`src/rtl/cla_seq_pkg.sv`:
```
// Shared types and widths for the multi-precision CLA add/sub sequencer.
package cla_seq_pkg;
  localparam int unsigned ADD_W = 16;

  typedef enum logic [1:0] {IDLE, RUN, DONE} seq_state_e;

  typedef logic [ADD_W-1:0] word_t;
endpackage

```
`src/rtl/cla_seq_opreg.sv`:
```
// Operand store for the sequencer: latches A and B (B inverted for subtract)
// on load and presents the word selected by idx.
module cla_seq_opreg
  import cla_seq_pkg::*;
#(
  parameter int unsigned WORDS = 4,
  localparam int unsigned IDX_W = $clog2(WORDS)
) (
  input  logic                   clk,
  input  logic                   rst_n,
  input  logic                   load,
  input  logic [WORDS*ADD_W-1:0] in_a,
  input  logic [WORDS*ADD_W-1:0] in_b,
  input  logic                   in_sub,
  input  logic [IDX_W-1:0]       idx,
  output word_t                  word_a,
  output word_t                  word_b
);

  word_t a_q [WORDS];
  word_t b_q [WORDS];

  always_ff @(posedge clk or negedge rst_n) begin
    if (!rst_n) begin
      a_q <= '{default: '0};
      b_q <= '{default: '0};
    end else if (load) begin
      for (int unsigned w = 0; w < WORDS; w++) begin
        a_q[w] <= in_a[w*ADD_W +: ADD_W];
        b_q[w] <= in_sub ? ~in_b[w*ADD_W +: ADD_W] : in_b[w*ADD_W +: ADD_W];
      end
    end
  end

  assign word_a = a_q[idx];
  assign word_b = b_q[idx];

endmodule

```
`src/rtl/cla_mp_add_seq.sv`:
```
// Multi-precision add/sub sequencer driving an external 16-bit CLA, LSW first.
// Optional back-to-back accept on result handoff: define CLA_SEQ_B2B_EN.
module cla_mp_add_seq
  import cla_seq_pkg::*;
#(
  parameter int unsigned WORDS = 4
) (
  input  logic                   clk,
  input  logic                   rst_n,
  input  logic                   in_valid,
  output logic                   in_ready,
  input  logic [WORDS*ADD_W-1:0] in_a,
  input  logic [WORDS*ADD_W-1:0] in_b,
  input  logic                   in_sub,
  output logic                   out_valid,
  input  logic                   out_ready,
  output logic [WORDS*ADD_W-1:0] out_sum,
  output logic                   out_cout,
  output logic                   out_ovf,
  output logic [ADD_W-1:0]       add_a,
  output logic [ADD_W-1:0]       add_b,
  output logic                   add_cin,
  input  logic [ADD_W-1:0]       add_sum,
  input  logic                   add_cout
);

  localparam int unsigned IDX_W = $clog2(WORDS);

  seq_state_e       state, state_n;
  logic [IDX_W-1:0] idx;
  logic             carry_q, cout_q, ovf_q;
  word_t            sum_q [WORDS];
  word_t            word_a, word_b;
  logic             accept, last;

  cla_seq_opreg #(.WORDS(WORDS)) u_opreg (
    .clk    (clk),
    .rst_n  (rst_n),
    .load   (accept),
    .in_a   (in_a),
    .in_b   (in_b),
    .in_sub (in_sub),
    .idx    (idx),
    .word_a (word_a),
    .word_b (word_b)
  );

  assign last = (idx == IDX_W'(WORDS-1));

  always_ff @(posedge clk or negedge rst_n) begin
    if (!rst_n) state <= IDLE;
    else        state <= state_n;
  end

  always_comb begin
    state_n   = state;
    in_ready  = 1'b0;
    out_valid = 1'b0;
    add_a     = '0;
    add_b     = '0;
    add_cin   = 1'b0;
    case (state)
      IDLE: in_ready = 1'b1;
      RUN: begin
        add_a   = word_a;
        add_b   = word_b;
        add_cin = carry_q;
        if (last) state_n = DONE;
      end
      DONE: begin
        out_valid = 1'b1;
`ifdef CLA_SEQ_B2B_EN
        in_ready  = out_ready;
`endif
        if (out_ready) state_n = IDLE;
      end
      default: state_n = IDLE;
    endcase
    accept = in_valid && in_ready;
    // An accept in DONE (back-to-back build) skips IDLE entirely.
    if (accept) state_n = RUN;
  end

  always_ff @(posedge clk or negedge rst_n) begin
    if (!rst_n) begin
      sum_q   <= '{default: '0};
      carry_q <= 1'b0;
      cout_q  <= 1'b0;
      ovf_q   <= 1'b0;
      idx     <= '0;
    end else if (accept) begin
      sum_q   <= '{default: '0};
      carry_q <= in_sub;
      cout_q  <= 1'b0;
      ovf_q   <= 1'b0;
      idx     <= '0;
    end else if (state == RUN) begin
      sum_q[idx] <= add_sum;
      carry_q    <= add_cout;
      if (last) begin
        cout_q <= add_cout;
        ovf_q  <= (word_a[ADD_W-1] == word_b[ADD_W-1]) &&
                  (add_sum[ADD_W-1] != word_a[ADD_W-1]);
        idx    <= '0;
      end else begin
        idx <= idx + 1'b1;
      end
    end
  end

  always_comb begin
    out_sum = '0;
    for (int unsigned w = 0; w < WORDS; w++) out_sum[w*ADD_W +: ADD_W] = sum_q[w];
  end

  assign out_cout = cout_q;
  assign out_ovf  = ovf_q;

endmodule

```
`config.mk`:
```
export PLATFORM = sky130hd
export DESIGN_NAME = cla_mp_add_seq
export DESIGN_NICKNAME = d
export VERILOG_FILES = /design/src/rtl/cla_seq_pkg.sv /design/src/rtl/cla_seq_opreg.sv /design/src/rtl/cla_mp_add_seq.sv
export SDC_FILE = /design/constraint.sdc
export NUM_CORES = 1
export LEC_CHECK = 0
export BUFFER_PORTS_ARGS = -buffer_cell sky130_fd_sc_hd__buf_4
export CELL_PAD_IN_SITES_DETAIL_PLACEMENT = 1
export CELL_PAD_IN_SITES_GLOBAL_PLACEMENT = 1
export CORE_ASPECT_RATIO = 1.2
export CORE_UTILIZATION = 43
export CTS_CLUSTER_DIAMETER = 40
export CTS_CLUSTER_SIZE = 28
export DETAILED_ROUTE_END_ITERATION = 8
export PLACE_DENSITY_LB_ADDON = 0.1
export SLEW_MARGIN = 40
export SYNTH_ARGS = -nofsm -noshare
export SYNTH_HDL_FRONTEND = slang
export SYNTH_SLANG_ARGS = --single-unit
export TNS_END_PERCENT = 100
```
`constraint.sdc`:
```
create_clock -name clk -period 6.15 [get_ports clk]
set_clock_uncertainty 0.1 [all_clocks]
set_input_delay 1.23 -clock clk [delete_from_list [all_inputs] [get_ports clk]]
set_output_delay 1.23 -clock clk [all_outputs]
set_load 0.02 [all_outputs]
```
Word level (Yosys, flattened, before mapping)
Index checks and enable logic that the tools add are counted.

storage, ports and cells
  bits in registers = 199
  latch bits = 0
  memory bits (writable) = 0
  ROM bits = 0
  output and inout port bits = 101
  memories kept = 0

operators by class
  add/sub/neg operators = 1
  multipliers = 0
  div/mod/pow operators = 0
  order comparisons = 2
  eq/ne operators = 8
  shift operators = 0
  muxes and demuxes = 35
  bitwise operators = 5
  reduce and logical (&&, ||, !) cells = 8

operator list
  kind                                                                          count
  16-bit 2-to-1 mux                                                             11
  64-bit 2-to-1 mux                                                             2
  16-bit binary-select mux with 2-bit select                                    2
  64-bit bitwise mux                                                            1
  16-bit NOT                                                                    4
  16-bit demux with 2-bit select                                                1
  2-bit 2-to-1 mux                                                              6
  1-bit 2-to-1 mux                                                              11
  3-bit inequality test, second input constant                                  2
  2-bit one-hot mux with 3 select lines                                         1
  2-bit equality test, second input constant                                    2
  2-bit nonzero test                                                            2
  3-bit greater-or-equal comparator, second input constant                      1
  1-bit logical AND                                                             3
  3-bit by 1-bit less-than comparator with 1-bit output, second input constant  1
  2-bit NOT with 3-bit output                                                   1
  3-bit AND reduction                                                           1
  2-bit by 1-bit adder with 2-bit output, second input constant                 1
  2-bit by 1-bit equality test with 1-bit output, second input constant         1
  2-bit logical NOT                                                             1
  2-bit inequality test, second input constant                                  1
  2-bit AND reduction                                                           1
  1-bit equality test                                                           1
  1-bit inequality test                                                         1

Depth between registers and ports, before layout
Gate-level depths: netlist of run 1.

  word-level depth = 9
  depth in mapped cells = 9
  depth with buffers taken out = 5

Cells and area by module
Synthesis of run 1 repeated with hierarchy kept, for this count alone.

unflattened totals
  cells, all modules = 677
  area, all modules = 8939.8 µm²

by module, submodules not included
  module          times used  cells each  area an instance (µm²)
  cla_seq_opreg   1           451         6022.0
  cla_mp_add_seq  1           226         2917.8

Least setup slack after synthesis of run 1
No wires, ideal clock.

  path type = reg-to-output
  from = register idx[0]
  to = output add_a[0]
  arrival time = 1.538 ns
  path slack = 3.282 ns
  cell stages (with the launch flop) = 5
  buffers on the path = 2
  cells stage by stage = dfrtp_1 buf_4 buf_2 mux4_2 nor2b_1

on the way
  cells in the longest elaborated chain, start to end = 5

ends and longest elaborated chain
  element                                               RTL line               RTL
  from (decl)                                           cla_mp_add_seq.sv:30   logic [IDX_W-1:0] idx;
  from (signal assigned)                                cla_mp_add_seq.sv:106  idx <= idx + 1'b1;
  2-bit NOT with 3-bit output (implied by the code)     cla_seq_opreg.sv:35    assign word_a = a_q[idx];
  16-bit binary-select mux with 2-bit select            cla_seq_opreg.sv:35
  16-bit 2-to-1 mux (implied by the code) (2 in a row)  cla_seq_opreg.sv:35
  16-bit 2-to-1 mux                                     cla_mp_add_seq.sv:62   case (state)
  to (decl)                                             cla_mp_add_seq.sv:20   output logic [ADD_W-1:0] add_a,

Every way passes these cells. The select of a mux whose other input is x is not followed.

Final worst setup path of run 1
  from = register idx[0]
  to = output add_b[15]

on the way
  cells in the longest elaborated chain, start to end = 5

ends and longest elaborated chain
  element                                               RTL line              RTL
  2-bit NOT with 3-bit output (implied by the code)     cla_seq_opreg.sv:36   assign word_b = b_q[idx];
  16-bit binary-select mux with 2-bit select            cla_seq_opreg.sv:36
  16-bit 2-to-1 mux (implied by the code) (2 in a row)  cla_seq_opreg.sv:36
  16-bit 2-to-1 mux                                     cla_mp_add_seq.sv:62
  to (decl)                                             cla_mp_add_seq.sv:21  output logic [ADD_W-1:0] add_b,

Every way passes these cells. The select of a mux whose other input is x is not followed.

==> flow_metrics.tcl, run 1 <==
set metrics [dict create \
    hold-path-endpoint "u_opreg.a_q[38]" \
    syn_to_final_growth_pct 28.7 \
    synth_area_leader_cell "dfrtp_1" \
    min-delay-path-class "reg2reg" \
    yosysTopAreaCellShare_pct 55.8 \
    ys.flop_type "dfrtp_1" \
    slew_violations 0 \
    io_buffers 250 \
    fin_cells 1304 \
    die_y_um 160 \
    dp.cells 1272 \
    clock_latency_ps 420 \
    finalNetCount 1180 \
    timing.hold.ws_ps 376 \
    finalSetupViolations 0 \
    period_share_pct 62.7 \
    grt_pass1_wl_mm 39.6 \
    power_leakage_uw 0.00570 \
    io_pins 251 \
    groute.usage.overall_pct 24.0 \
    total_power_uw 6130 \
    required_ps 4820 \
    setup_slack_ps 2300 \
    cts_buffer_depth 2 \
    synthDistinctLibCells 29 \
    grt_pass1_vias 7371 \
    gp_congestion 0.776 \
    max_freq_mhz 259 \
    antenna_found_initial 0 \
    routed_wl_mm 24.6 \
    mostFrequentLayoutCell "buf_4" \
    syn_inst 810 \
    crit_arrival_ps 2520 \
    dp_slack_ps 2680 \
    drtIter0Drc 236 \
    r2r_cells 6 \
    rrSetupSlack_ps 3070 \
    postCtsHoldBufs 0 \
    yosys_warnings 0 \
    r2r-end "out_sum[3]" \
    endpoint_kind "primary output" \
    grt_setup_unrepaired "false" \
    status "finished clean" \
    dp_hpwl_mm 16.9 \
    ys_seq_area_share_pct 55.8 \
    die_w_um 134 \
    worstHoldPathCells 2 \
    irDropWorstVdd_v 0.000245 \
    drc_errors 0 \
    layout_common_cells "buf_4 (253), nand2_1 (248), dfrtp_1 (197)" \
    cts_root_buf "clkbuf_16" \
    drv_cap 0 \
    slew_headroom_pct 46.9 \
    rows 57 \
    r2r_start "idx[0]" \
    cts_resized 0 \
    syn_area_per_cell_um2 11.0 \
    drtPass1Iterations 4 \
    vias 6719 \
    ant_nets 0 \
    syn_area_um2 8920 \
    grt-ovfl-total 0 \
    n_fill_cell 2203 \
    period_minus_slack_ps 3850 \
    yosys-top-cells-area "dfrtp_1 (56%), nand2_1 (10%), mux4_2 (8.1%)" \
    vias_per_cell 5.15 \
    clock-sinks 199 \
    min_from "u_opreg.a_q[38]" \
    cts_tree "built" \
    post_drt_wl_per_cell_um 18.9 \
    drive_gt1_share_pct 32.7 \
    post_cts_buffers 0 \
    synth_edf_count 0 \
    tns_ps 0 \
    worstMarginPinSlew_ps 795 \
    syn_nets 964 \
    finalHoldViolCount 0 \
    cts_buffers 17 \
    htreeDepth 4 \
    cts.reportedPaths.clkPinSlew_ps 70 \
    start_kind "flip-flop" \
    async_flop_share_pct 100 \
    path_max_fanout 26 \
    coreArea_um2 20300 \
    dieArea_um2 21300 \
    p_per_area_nw_per_um2 533 \
    path_class "reg2out" \
    ys_seq_elements 199 \
    initial_core_util_pct 43.9 \
    antenna_cells 0 \
    grt_max_degree 98 \
]
[registers in the layout, summed over array words and instances, names as in the netlist]
signal / flops
carry_q: 1
idx: 2
out_cout: 1
out_ovf: 1
out_sum: 64
state: 2
u_opreg.a_q: 64
u_opreg.b_q: 64
[metal layers]
| layer | vias up | global-route usage [%] | wire, um |
|---|---|---|---|
| met2 | 192 | 42.8 | 13100 |
| met4 | 0 | 6.30 | 375 |
| met5 | - | 0 | 0 |
| li1 | 3138 | - | - |
| met3 | 28 | 5.97 | 1370 |
| met1 | 3361 | 28.7 | 9800 |
[through the flow]
stage / util, % / area (um^2)
detailed placement: 53.7 / 10900
global route: 56.5 / 11500
global placement: 53.5 / 10900
finish: 56.5 / 11500
floorplan: - / 8920
CTS: 56.5 / 11500
[power by group]
group	internal (uW)	switching, uW
clock network	562	537
registers	1890	425
logic	1250	1460
total	3710	2420
[cell families after synthesis]
kind of cell,Yosys count,share of synthesized area (%)
flip-flops,199,55.8
buffers and inverters,66,3.90
AND/OR/NAND/NOR,310,14.9
XOR/XNOR,64,6.28
AO/OA/AOI/OAI,134,10.3
adder cells (fa/ha/maj),4,0.561
multiplexers,33,8.19
[critical path, cell delays in order, from the launching register on]
cell     delay [ps]
dfrtp_2         630
buf_4           540
mux4_2          600
nor2b_1         150
buf_4           180
[cell usage after synthesis (3+ instances only)]
library cell  number
a22o_1            63
and3b_1            4
buf_2             32
buf_6              7
clkbuf_1          18
dfrtp_1          199
ha_1               4
inv_1              6
mux4_2            32
nand2_1          248
nand2_2            9
nand3_1            3
nor2_1             4
nor2_2             4
nor2b_1           33
o21ai_0           66
xnor2_1           64
[layout make-up]
type                       instances  area (um^2)  area share, %
clock inverter                    13          125           1.09
clock buffer                      19          453           3.94
timing repair buffer             257         1960           17.1
sequential                       199         4980           43.4
inverter                           6         22.5          0.196
tap                              265          332           2.89
multi-input combinational        545         3610           31.4
[how the worst max path moves through the flow]
stage / from / endpoint / slack, ps / cells after the start
2_1_floorplan: idx[0] / add_a[0] / 3280 / 4
3_3_place_gp: idx[0] / add_a[15] / 2690 / 4
3_5_place_dp: idx[0] / add_b[15] / 2680 / 4
4_1_cts: idx[0] / add_b[15] / 2210 / 4
5_1_grt: idx[0] / add_b[15] / 2100 / 4
6_report: idx[0] / add_b[15] / 2300 / 4
Note: power is estimated with default switching activity, not from simulation.
==> inputs of run 2 (changes only) <==
- CORE_UTILIZATION: 43 -> 40
- clock period: 6.15 -> 4 ns (I/O delays scaled with it)
==> run 2 against run 1 <==
Against the previous run:
- the run now ends with design-rule violations left
- clock-buffer cell count is 2 lower
- wire length decreased by 1.0%
- utilization decreased by 3.2 points
- total power is 54% higher
- register-to-register slack worse by 1800 ps
- worst hold slack got worse by 280 ps
- cell area is 1.0% higher
- combinational power up 54%
- die area up 7.4%
==> flow_metrics.tcl, run 2 (synthesis results as in run 1) <==
set metrics [dict create \
    status "finished, violations left" \
    violations "design-rule violations" \
    clock-sinks 199 \
    cts.reportedPaths.clkPinSlew_ps 80 \
    dp.cells 1287 \
    power_leakage_uw 0.00574 \
    slowest_delay_ps 580 \
    gp_congestion 0.777 \
    endpoint_kind "primary output" \
    clock_latency_ps 430 \
    cts_tree "built" \
    groute.usage.overall_pct 22.3 \
    finalHoldViolCount 0 \
    antenna_found_initial 0 \
    max_freq_mhz 309 \
    timing.hold.ws_ps 91.2 \
    dp_hpwl_mm 16.9 \
    post_drt_wl_per_cell_um 18.5 \
    ant_nets 0 \
    cts_buffer_depth 2 \
    grt_max_degree 100 \
    period_minus_slack_ps 3230 \
    slew_headroom_pct 49.0 \
    grt-ovfl-total 0 \
    htreeDepth 4 \
    total_power_uw 9460 \
    grt_pass1_vias 7123 \
    switching_share_pct 39.8 \
    finalNetCount 1187 \
    crit_arrival_ps 2330 \
    top_layer_used "met4" \
    post_cts_buffers 0 \
    routed_wl_mm 24.4 \
    drv_cap 0 \
    initial_core_util_pct 41.0 \
    drtPass1Iterations 6 \
    period_share_pct 80.8 \
    vias_per_cell 5.10 \
    drtIter0Drc 340 \
    postCtsHoldBufs 0 \
    tns_ps 0 \
    power.share.clock_pct 18.3 \
    vias 6732 \
    cts_buffers 17 \
    grt_setup_unrepaired "false" \
    pwr-share-comb_pct 44.2 \
    cts_resized 0 \
    syn_to_final_growth_pct 30.0 \
    io_buffers 250 \
    antenna_cells 0 \
    die_w_um 138 \
    die_y_um 166 \
    grt_pass1_wl_mm 39.5 \
    finalSetupViolations 0 \
    drc_errors 36 \
    pwr-share-seq_pct 37.5 \
    p_int_uw 5700 \
    rows 59 \
    required_ps 3100 \
    drive_gt1_share_pct 33.1 \
    irDropWorstVdd_v 0.000309 \
    start_kind "flip-flop" \
    r2r_cells 6 \
    cts_root_buf "clkbuf_16" \
    routed-wl-met3_mm 1.43 \
    layout_common_cells "buf_4 (259), nand2_1 (248), dfrtp_1 (197)" \
    io_pins 251 \
    dieArea_um2 22900 \
    path_max_fanout 17 \
    cp_cell_sequence "buf_4 > mux4_2 > nor2b_1 > buf_4" \
    net-switching-power_uw 3760 \
    path_class "reg2out" \
    fin_cells 1320 \
    coreArea_um2 21800 \
    critPathMostFrequentCell "buf_4" \
    slowest_stage "dfrtp_2" \
    wl_met2_mm 12.2 \
    slew_violations 0 \
    mostFrequentLayoutCell "buf_4" \
    p_per_area_nw_per_um2 815 \
    worstMarginPinSlew_ps 764 \
    wl_met1_mm 10.2 \
    min-delay-path-class "in2async" \
]
-- run 2: cell count changes in the layout (fill, tap and decap cells not counted), moves of 2 or more --
cell and delta:
clkinv_8 +4, clkinv_4 +2, clkbuf_8 -3, inv_6 -3
buf_4 +6, clkinv_2 -2
-- run 2: area by class of cell --
class,instances,area (um^2)
Clock buffer,17,425
Clock inverter,15,179
Fill cell,2384,10200
Inverter,6,22.5
Multi-Input combinational cell,545,3610
Sequential cell,199,4980
Tap cell,274,343
Timing Repair Buffer,264,2040
-- run 2: metrics by stage --
stage / util, % / cell area (um^2) / worst slack (ps)
detailed placement: 50.4 / 11000 / 1180
CTS: 53.1 / 11600 / 695
global route: 53.3 / 11600 / 620
global placement: 50.3 / 11000 / 1150
finish: 53.3 / 11600 / 768
floorplan: - / 8920 / 1560
-- run 2: path summary, 6_finish.rpt --
path                                 startpoint  slack (ps)               to
worst max-delay path                     idx[0]         770        add_a[10]
worst min-delay path                      rst_n          90      out_sum[39]
worst max register to register           idx[0]        1280      out_sum[40]
worst min register to register  u_opreg.a_q[14]         370  u_opreg.a_q[14]
max in group asynchronous                 rst_n        2730  u_opreg.a_q[30]
min in group clk                u_opreg.a_q[14]         370  u_opreg.a_q[14]
-- run 2: power by group through the flow --
stage               logic (uW)  clock network, uW  registers, uW
floorplan                 2610                  0           3600
global placement          4110                  0           3540
detailed placement        4230                  0           3580
CTS                       4250               1780           3560
global route              4580               1850           3670
finish                    4180               1730           3550
-- run 2: layer usage --
layer,track usage (%),up-vias
met5,0,-
met2,37.9,175
li1,-,3160
met3,5.20,27
met1,27.9,3370
met4,7.43,0
-- run 2: worst max-delay path: cells and delay by family, from the launching register on --
family	cells	cell delay [ps]
buffers and inverters	2	610
flip-flops	1	580
multiplexers	1	560
AND/OR/NAND/NOR	1	150
==> inputs of run 3 (changes only) <==
- clock period: 4 -> 3.3 ns (I/O delays scaled with it)
==> run 3 against run 2 <==
Against the previous run:
- the run still ends with design-rule violations left
- first-iteration DRC count down 20%
- die area unchanged
- via count about the same
- clock-buffer cell count up 1
- wire length down 0.12%
- worst setup slack worse by 470 ps
- largest power group unchanged
==> flow_metrics.tcl, run 3 (synthesis results as in run 1) <==
set metrics [dict create \
    path_class "reg2out" \
    die_y_um 166 \
    grt_setup_unrepaired "false" \
    routed_wl_mm 24.3 \
    r2r_cells 5 \
    layout_common_cells "buf_4 (264), nand2_1 (248), dfrtp_1 (197)" \
    die_w_um 138 \
    groute.usage.overall_pct 22.0 \
    coreArea_um2 21800 \
    vias_per_cell 5.08 \
    rrSetupSlack_ps 700 \
    post_cts_buffers 0 \
    slowest_stage "dfrtp_2" \
    critPathMostFrequentCell "buf_4" \
    period_share_pct 91.0 \
    mostFrequentLayoutCell "buf_4" \
    power_leakage_uw 0.00579 \
    finalHoldViolCount 0 \
    cp_top_family "flip-flops" \
    antenna_found_initial 0 \
    slew_headroom_pct 50.3 \
    min-delay-path-class "in2async" \
    endpoint_kind "primary output" \
    cts_root_buf "clkbuf_16" \
    io_buffers 250 \
    grt_max_degree 105 \
    p_per_area_nw_per_um2 995 \
    finalSetupViolations 0 \
    vias 6730 \
    start_kind "flip-flop" \
    drtIter0Drc 272 \
    post_drt_wl_per_cell_um 18.3 \
    critPathBufInv 2 \
    syn_to_final_growth_pct 30.8 \
    period_minus_slack_ps 3000 \
    path_depth 4 \
    required_ps 2540 \
    cts_buffers 17 \
    cts.reportedPaths.clkPinSlew_ps 80 \
    drc_errors 36 \
    htreeDepth 4 \
    cts_resized 0 \
    grt_pass1_vias 7220 \
    postCtsHoldBufs 0 \
    slowest_delay_ps 720 \
    irDropWorstVdd_v 0.000419 \
    grt-ovfl-total 0 \
    violations "design-rule violations" \
    finalNetCount 1193 \
    gp_congestion 0.787 \
    dp_slack_ps 693 \
    grt_pass1_wl_mm 39.3 \
    drtPass1Iterations 7 \
    antenna_cells 0 \
    max_freq_mhz 333 \
    rows 59 \
    dpl_cell_area_um2 11000 \
    dieArea_um2 22900 \
    drive_gt1_share_pct 33.4 \
    clock_latency_ps 430 \
    status "finished, violations left" \
    r2r_start "idx[0]" \
    finalInstanceArea_um2 11700 \
    ant_nets 0 \
    setup_slack_ps 297 \
    worstMarginPinSlew_ps 744 \
    slew_violations 0 \
    clock-sinks 199 \
    cts_tree "built" \
    io_pins 251 \
    r2r-end "out_sum[41]" \
    path_max_fanout 17 \
    initial_core_util_pct 41.0 \
    dp_hpwl_mm 17.5 \
    cts_buffer_depth 2 \
    tns_ps 0 \
    drv_cap 0 \
    crit_arrival_ps 2240 \
    cp_cell_sequence "buf_4 > mux4_2 > nor2b_1 > buf_4" \
]
run 3: cell types whose count changed in the layout (fill, tap and decap cells not counted), sizes merged:
cell      delta
buf          +5
bufinv       +2
clkbuf       +2
clkinvlp     -2
clkinv       -1
run 3: worst max-delay path by stage:
| stage | from | to | slack, ps |
|---|---|---|---|
| final | idx[0] | add_b[14] | 300 |
| after detailed placement | idx[0] | add_a[2] | 690 |
| after global placement | idx[0] | add_b[13] | 710 |
| after floorplan | idx[0] | add_a[0] | 1000 |
| after CTS | idx[0] | add_b[14] | 200 |
| after global routing | idx[0] | add_b[14] | 150 |
run 3: metrics by stage:
stage | power [uW] | hold slack (ps) | util [%] | instances
after floorplan | 7520 | 264 | - | 810
after global placement | 9360 | 352 | 50.7 | 1294
after detailed placement | 9550 | 358 | 50.7 | 1294
after CTS | 11800 | 164 | 53.6 | 1326
after global routing | 12400 | 172 | 53.6 | 1326
final | 11600 | 132 | 53.6 | 1326
run 3: per-layer routing:
layer	track usage, %	share of wire, %
met5	0	0
met4	6.55	1.7
met3	4.77	5.7
met2	39.0	52
met1	26.8	41
run 3: power breakdown:
part           total (uW)  leakage [uW]  switching (uW)  internal (uW)
Sequential           4280       0.00252             758           3530
Combinational        5160       0.00297            2740           2420
Clock                2170      0.000302            1010           1160
Total               11600       0.00579            4500           7110
run 3: worst reg2reg max path, delay by kind of cell, from the launching register on:
kind / cells / cell delay, ps
and+or+nand+nor: 2 / 1090
DFF: 1 / 720
AOI/OAI and AO/OA: 1 / 260
adders and majority gates: 1 / 220
buffers and inverters: 1 / 150
run 3: cell type report:
cell class                      count  area [um^2]
Clock buffer                       18          429
Clock inverter                     14          189
Fill cell                        2402        10100
Inverter                            6         22.5
Multi-Input combinational cell    545         3610
Sequential cell                   199         4980
Tap cell                          274          343
Timing Repair Buffer              270         2100
